==> config.mk <==
export PLATFORM = sky130hd
export DESIGN_NAME = synchronizer_flat
export DESIGN_NICKNAME = d
export VERILOG_FILES = /design/src/rtl/sync_pkg.sv /design/src/rtl/synchronizer_if.sv /design/src/rtl/sync_cell.sv /design/src/rtl/synchronizer.sv /design/src/flat_wrapper.sv
export SDC_FILE = /design/constraint.sdc
export NUM_CORES = 1
export LEC_CHECK = 0
export ABC_AREA = 1
export CAP_MARGIN = 0
export CORE_AREA = 4 4 41 43
export CTS_BUF_LIST = sky130_fd_sc_hd__clkbuf_4
export DETAILED_ROUTE_END_ITERATION = 10
export DIE_AREA = 0 0 45 47
export SLEW_MARGIN = 20
export SYNTH_ARGS = -nofsm -noshare
export SYNTH_HDL_FRONTEND = slang
export SYNTH_SLANG_ARGS = --single-unit
==> constraint.sdc <==
create_clock -name clk -period 1.3 [get_ports clk]
set_clock_uncertainty 0.2 [all_clocks]
set_input_delay 0.26 -clock clk [delete_from_list [all_inputs] [get_ports clk]]
set_output_delay 0.26 -clock clk [all_outputs]
set_load 0.05 [all_outputs]
==> src/rtl/sync_pkg.sv <==
// Shared constants for the input synchronizer slice: default chain depth,
// default debounce length and the debounce counter width.
package sync_pkg;

    localparam int unsigned SYNC_STAGES_DEFAULT     = 2;
    localparam int unsigned DEBOUNCE_CYCLES_DEFAULT = 4;
    localparam int unsigned DEBOUNCE_CNT_W          = $clog2(DEBOUNCE_CYCLES_DEFAULT + 1);

    function automatic int unsigned cnt_width(input int unsigned cycles);
        return $clog2(cycles + 1);
    endfunction

endpackage

==> src/rtl/synchronizer_if.sv <==
// Raw asynchronous inputs and their clk-domain counterparts.
// The master drives the raw side; the slave (the synchronizer) drives *_sync.
interface synchronizer_if;

    logic sensor;
    logic walk_request;
    logic reprogram;
    logic sensor_sync;
    logic wr_sync;
    logic prog_sync;

    modport master (
        output sensor, walk_request, reprogram,
        input  sensor_sync, wr_sync, prog_sync
    );

    modport slave (
        input  sensor, walk_request, reprogram,
        output sensor_sync, wr_sync, prog_sync
    );

endinterface

==> src/rtl/sync_cell.sv <==
// One multi-flop synchronizer chain with asynchronous clear to RESET_VAL.
// The output is the last flop; latency is exactly STAGES rising edges.
module sync_cell
    import sync_pkg::*;
#(
    parameter int unsigned STAGES    = SYNC_STAGES_DEFAULT,
    parameter logic        RESET_VAL = 1'b0
) (
    input  logic clk,
    input  logic clr,
    input  logic d,
    output logic q
);

    logic [STAGES-1:0] chain_q;
    logic [STAGES-1:0] chain_d;

    always_comb begin
        chain_d = {chain_q[STAGES-2:0], d};
    end

    always_ff @(posedge clk or posedge clr) begin
        if (clr) begin
            chain_q <= {STAGES{RESET_VAL}};
        end else begin
            chain_q <= chain_d;
        end
    end

    assign q = chain_q[STAGES-1];

endmodule

==> src/rtl/synchronizer.sv <==
// Input conditioning for the traffic-light controller: reset, sensor,
// walk_request and reprogram brought into clk. Optional debounce: SYNC_DEBOUNCE_EN.
module synchronizer
    import sync_pkg::*;
#(
    parameter int unsigned SYNC_STAGES     = SYNC_STAGES_DEFAULT,
    parameter int unsigned DEBOUNCE_CYCLES = DEBOUNCE_CYCLES_DEFAULT
) (
    input  logic           clk,
    input  logic           reset,
    output logic           reset_sync,
    synchronizer_if.slave  sif
);

    if (SYNC_STAGES < 2 || SYNC_STAGES > 4 || DEBOUNCE_CYCLES < 1) begin : g_bad_param
        $error("synchronizer: SYNC_STAGES must be 2..4 and DEBOUNCE_CYCLES >= 1");
    end

    logic sensor_s;
    logic wr_s;
    logic prog_s;

    // Reset chain: set asynchronously, shifts in 0 after release.
    sync_cell #(.STAGES(SYNC_STAGES), .RESET_VAL(1'b1)) u_reset_cell (
        .clk (clk), .clr (reset), .d (1'b0), .q (reset_sync)
    );

    sync_cell #(.STAGES(SYNC_STAGES), .RESET_VAL(1'b0)) u_sensor_cell (
        .clk (clk), .clr (reset), .d (sif.sensor), .q (sensor_s)
    );

    sync_cell #(.STAGES(SYNC_STAGES), .RESET_VAL(1'b0)) u_wr_cell (
        .clk (clk), .clr (reset), .d (sif.walk_request), .q (wr_s)
    );

    sync_cell #(.STAGES(SYNC_STAGES), .RESET_VAL(1'b0)) u_prog_cell (
        .clk (clk), .clr (reset), .d (sif.reprogram), .q (prog_s)
    );

    assign sif.prog_sync = prog_s;

`ifdef SYNC_DEBOUNCE_EN
    localparam int unsigned CNT_W = cnt_width(DEBOUNCE_CYCLES);

    // Index 0 = sensor, 1 = walk_request.
    logic [1:0]            raw_s;
    logic [1:0]            deb_q;
    logic [1:0]            deb_d;
    logic [1:0][CNT_W-1:0] cnt_q;
    logic [1:0][CNT_W-1:0] cnt_d;

    assign raw_s = {wr_s, sensor_s};

    // Count consecutive cycles the synced value differs from the output;
    // any return to the output value restarts the count.
    always_comb begin
        deb_d = deb_q;
        cnt_d = '0;
        for (int unsigned i = 0; i < 2; i++) begin
            if (raw_s[i] != deb_q[i]) begin
                if (cnt_q[i] == CNT_W'(DEBOUNCE_CYCLES - 1)) begin
                    deb_d[i] = raw_s[i];
                end else begin
                    cnt_d[i] = cnt_q[i] + 1'b1;
                end
            end
        end
    end

    always_ff @(posedge clk or posedge reset) begin
        if (reset) begin
            deb_q <= '0;
            cnt_q <= '0;
        end else begin
            deb_q <= deb_d;
            cnt_q <= cnt_d;
        end
    end

    assign sif.sensor_sync = deb_q[0];
    assign sif.wr_sync     = deb_q[1];
`else
    assign sif.sensor_sync = sensor_s;
    assign sif.wr_sync     = wr_s;
`endif

endmodule

==> src/flat_wrapper.sv <==
// flat-port wrapper written by rule: the top's interface ports become plain ports
module synchronizer_flat import sync_pkg::*;
#(
    parameter int unsigned SYNC_STAGES     = SYNC_STAGES_DEFAULT,
    parameter int unsigned DEBOUNCE_CYCLES = DEBOUNCE_CYCLES_DEFAULT
)
  (clk, reset, reset_sync, sif_sensor, sif_walk_request, sif_reprogram, sif_sensor_sync, sif_wr_sync, sif_prog_sync);
  synchronizer_if sif_i ();
  input  logic clk;
  input  logic reset;
  output logic reset_sync;
  input wire logic [$bits(sif_i.sensor)-1:0] sif_sensor;
  input wire logic [$bits(sif_i.walk_request)-1:0] sif_walk_request;
  input wire logic [$bits(sif_i.reprogram)-1:0] sif_reprogram;
  output wire logic [$bits(sif_i.sensor_sync)-1:0] sif_sensor_sync;
  output wire logic [$bits(sif_i.wr_sync)-1:0] sif_wr_sync;
  output wire logic [$bits(sif_i.prog_sync)-1:0] sif_prog_sync;
  assign sif_i.sensor = sif_sensor;
  assign sif_i.walk_request = sif_walk_request;
  assign sif_i.reprogram = sif_reprogram;
  assign sif_sensor_sync = sif_i.sensor_sync;
  assign sif_wr_sync = sif_i.wr_sync;
  assign sif_prog_sync = sif_i.prog_sync;
  synchronizer #(.SYNC_STAGES(SYNC_STAGES), .DEBOUNCE_CYCLES(DEBOUNCE_CYCLES)) u_core (.clk(clk), .reset(reset), .reset_sync(reset_sync), .sif(sif_i));
endmodule
==> reports/metrics.yaml, run 1 <==
grt:
  grt_overflow: 0
  grt_max_degree: 9
  grt_usage: 0.0463
  grt_pass1_vias: 143
  grt_first_pass_wirelength_um: 579
  antenna_found_initial: 0
worst_setup_path:
  worstPathMaxFanout: 1
  cp.arrival_ns: 0.91
  cp-end-kind: "output port"
  path_class: "reg2out"
  cp_slowest_stage_delay_ns: 0.54
  rr_endpoint: "u_core.u_reset_cell.chain_q[1]"
  cp_top_family: "flip-flops"
  cp_slowest_cell: "dfstp_2"
  timing.reg2reg.worst_path_depth: 0
  cp.buffers_inverters: 1
  r2r_slack_ns: 0.53
  worst-endpoint-required_ns: 0.84
  r2r_start: "u_core.u_reset_cell.chain_q[0]"
  cp-start-kind: "flop"
  cp_cell_sequence: "buf_12"
power_and_ir_drop:
  peakVddDrop_mv: 0.509
  seqPwrFrac: 0.489
  power.share.combinational: 0.120
  power.share.clock: 0.391
  power_density_mw_per_mm2: 1460
  power_leakage_uw: 0.000171
  netSwitchingPower_uw: 118
  intPower_uw: 437
  swShare: 0.212
placement:
  hpwlAfterDp_um: 287
  gp_congestion: 0.632
  place_ws_ns: 0.179
  io_buffers: 8
drt:
  ant_nets: 0
  drt-total-wl_um: 348
  vias: 123
  dr.pass1.iters: 2
  drcViolationCount: 0
  viasPerCell: 3.32
  drt_iter0_markers: 1
  wl_per_cell_um: 9.41
sta:
  rsz0062_at_grt: "true"
  max_freq_ghz: 0.728
  post-route-period-util: 1.06
  min_period_ns: 1.37
  slew_viol_final: 0
  setup_ws_ns: -0.0731
  hold_viol: 0
  setup_viol: 1
die:
  die_w_um: 45
  core.rowCount: 13
  io_pins: 9
  floorplan.initialDensity: 0.162
  die-area_mm2: 0.00212
  die_height_um: 47
  core-area_mm2: 0.00130
layout:
  insertedDiodeCount: 0
  fillers: 140
  ff_latch_area_um2: 203
  final_nets: 28
  drive_gt1_frac: 0.455
  multi_input_area_um2: 3.75
  fin_util: 0.291
  syn_to_final_growth_pct: 80.4
clocking:
  cts_root_buf: "clkbuf_4"
  cts_sinks: 8
  post_cts_buffers: 0
  path_clk_slew_ns: 0.06
  clock_latency_ns: 0.25
  cts-resized-gates: 0
  cts_tree: "yes"
  clock_path_buffers: 2
  cts_buffers: 3
  htree_levels: 1
yosys:
  syn_avg_cell_area_um2: 21.0
  yosysWarnings: 0
  syn_inst: 10
  syn-num-nets: 15
  synth.cell_area_um2: 210
  ys_seq_area_frac: 0.964
  yosysUniqueCellTypes: 4
  yosys_register_bits: 8
job:
  drv_cap: 0
status:
  violations: "setup timing"
  status: "finished with violations"
min_path:
  hp-class: "in2async"
synth_stat cells:
| cell | n | area (µm²) |
|---|---|---|
| conb_1 | 1 | 3.75 |
| inv_1 | 1 | 3.75 |
| dfrtp_1 | 6 | 150 |
| dfstp_2 | 2 | 52.6 |
worst max path at each step:
stage | from | slack [ns] | end | cells past startpoint
2_1_floorplan | u_core.u_reset_cell.chain_q[1] | 0.18 | reset_sync | 0
3_3_place_gp | u_core.u_reset_cell.chain_q[1] | 0.19 | reset_sync | 1
3_5_place_dp | u_core.u_reset_cell.chain_q[1] | 0.18 | reset_sync | 1
4_1_cts | u_core.u_reset_cell.chain_q[1] | -0.09 | reset_sync | 1
5_1_grt | u_core.u_reset_cell.chain_q[1] | -0.1 | reset_sync | 1
6_report | u_core.u_reset_cell.chain_q[1] | -0.07 | reset_sync | 1
power groups by stage:
stage	registers, µW	clock network (µW)	logic [µW]
after floorplan	295	0	4.14
after global placement	275	0	66.1
after detailed placement	276	0	67.4
after CTS	272	227	67.4
after global routing	272	239	69.8
final	272	217	66.4
sequential cells by signal (all words and copies together), names as in the netlist:
register,flops
u_core.u_prog_cell.chain_q,2
u_core.u_reset_cell.chain_q,2
u_core.u_sensor_cell.chain_q,2
u_core.u_wr_cell.chain_q,2
layout make-up:
class	count	area share
clock buffer	4	0.0792
tap	15	0.0495
timing repair buffer	8	0.317
sequential	8	0.535
multi-input combinational	1	0.00990
inverter	1	0.00990
cell usage in the layout (no fill, tap or decap):
master and count:
dfrtp_1 6, clkbuf_4 4, clkdlybuf4s50_1 4, buf_12 4
dfstp_2 2, inv_1 1, conb_1 1
routing by layer:
layer / part of all wire / track usage / vias to the layer above / routed length, µm
li1: - / - / 52 / -
met1: 0.33 / 0.0398 / 60 / 114
met2: 0.49 / 0.0621 / 9 / 171
met3: 0.16 / 0.0383 / 2 / 55
met4: 0.017 / 0.0526 / 0 / 6
met5: 0 / 0 / - / 0
kinds of logic (layout without fill, tap and decap cells):
kind of cell	count (synthesis)	in the layout	share of synthesized area
DFF	8	8	0.964
buffers and inverters	1	13	0.0178
other	1	1	0.0178
through the flow:
stage / hold WS [ns] / power (µW) / TNS [ns] / cells / area (µm²)
detailed placement: 0.143 / 344 / 0 / 33 / 349
floorplan: -0.126 / 299 / 0 / 10 / 210
global route: 0.0812 / 582 / -0.0970 / 37 / 379
global placement: 0.132 / 341 / 0 / 33 / 349
finish: 0.0523 / 555 / -0.0731 / 37 / 379
CTS: 0.0570 / 567 / -0.0875 / 37 / 379
what timing repair did:
action | 4_1_cts | 5_1_grt
hold buffers | 0 | 0
hold endpoints to repair | 0 | 0
setup endpoints to repair | 1 | 1
Note: power is estimated with default switching activity, not from simulation.
==> inputs of run 2 (changes only) <==
- ABC_CLOCK_PERIOD_IN_PS: not set -> 1300
==> results of run 2 <==
Final layout, timing and power as in run 1 (identical DEF).
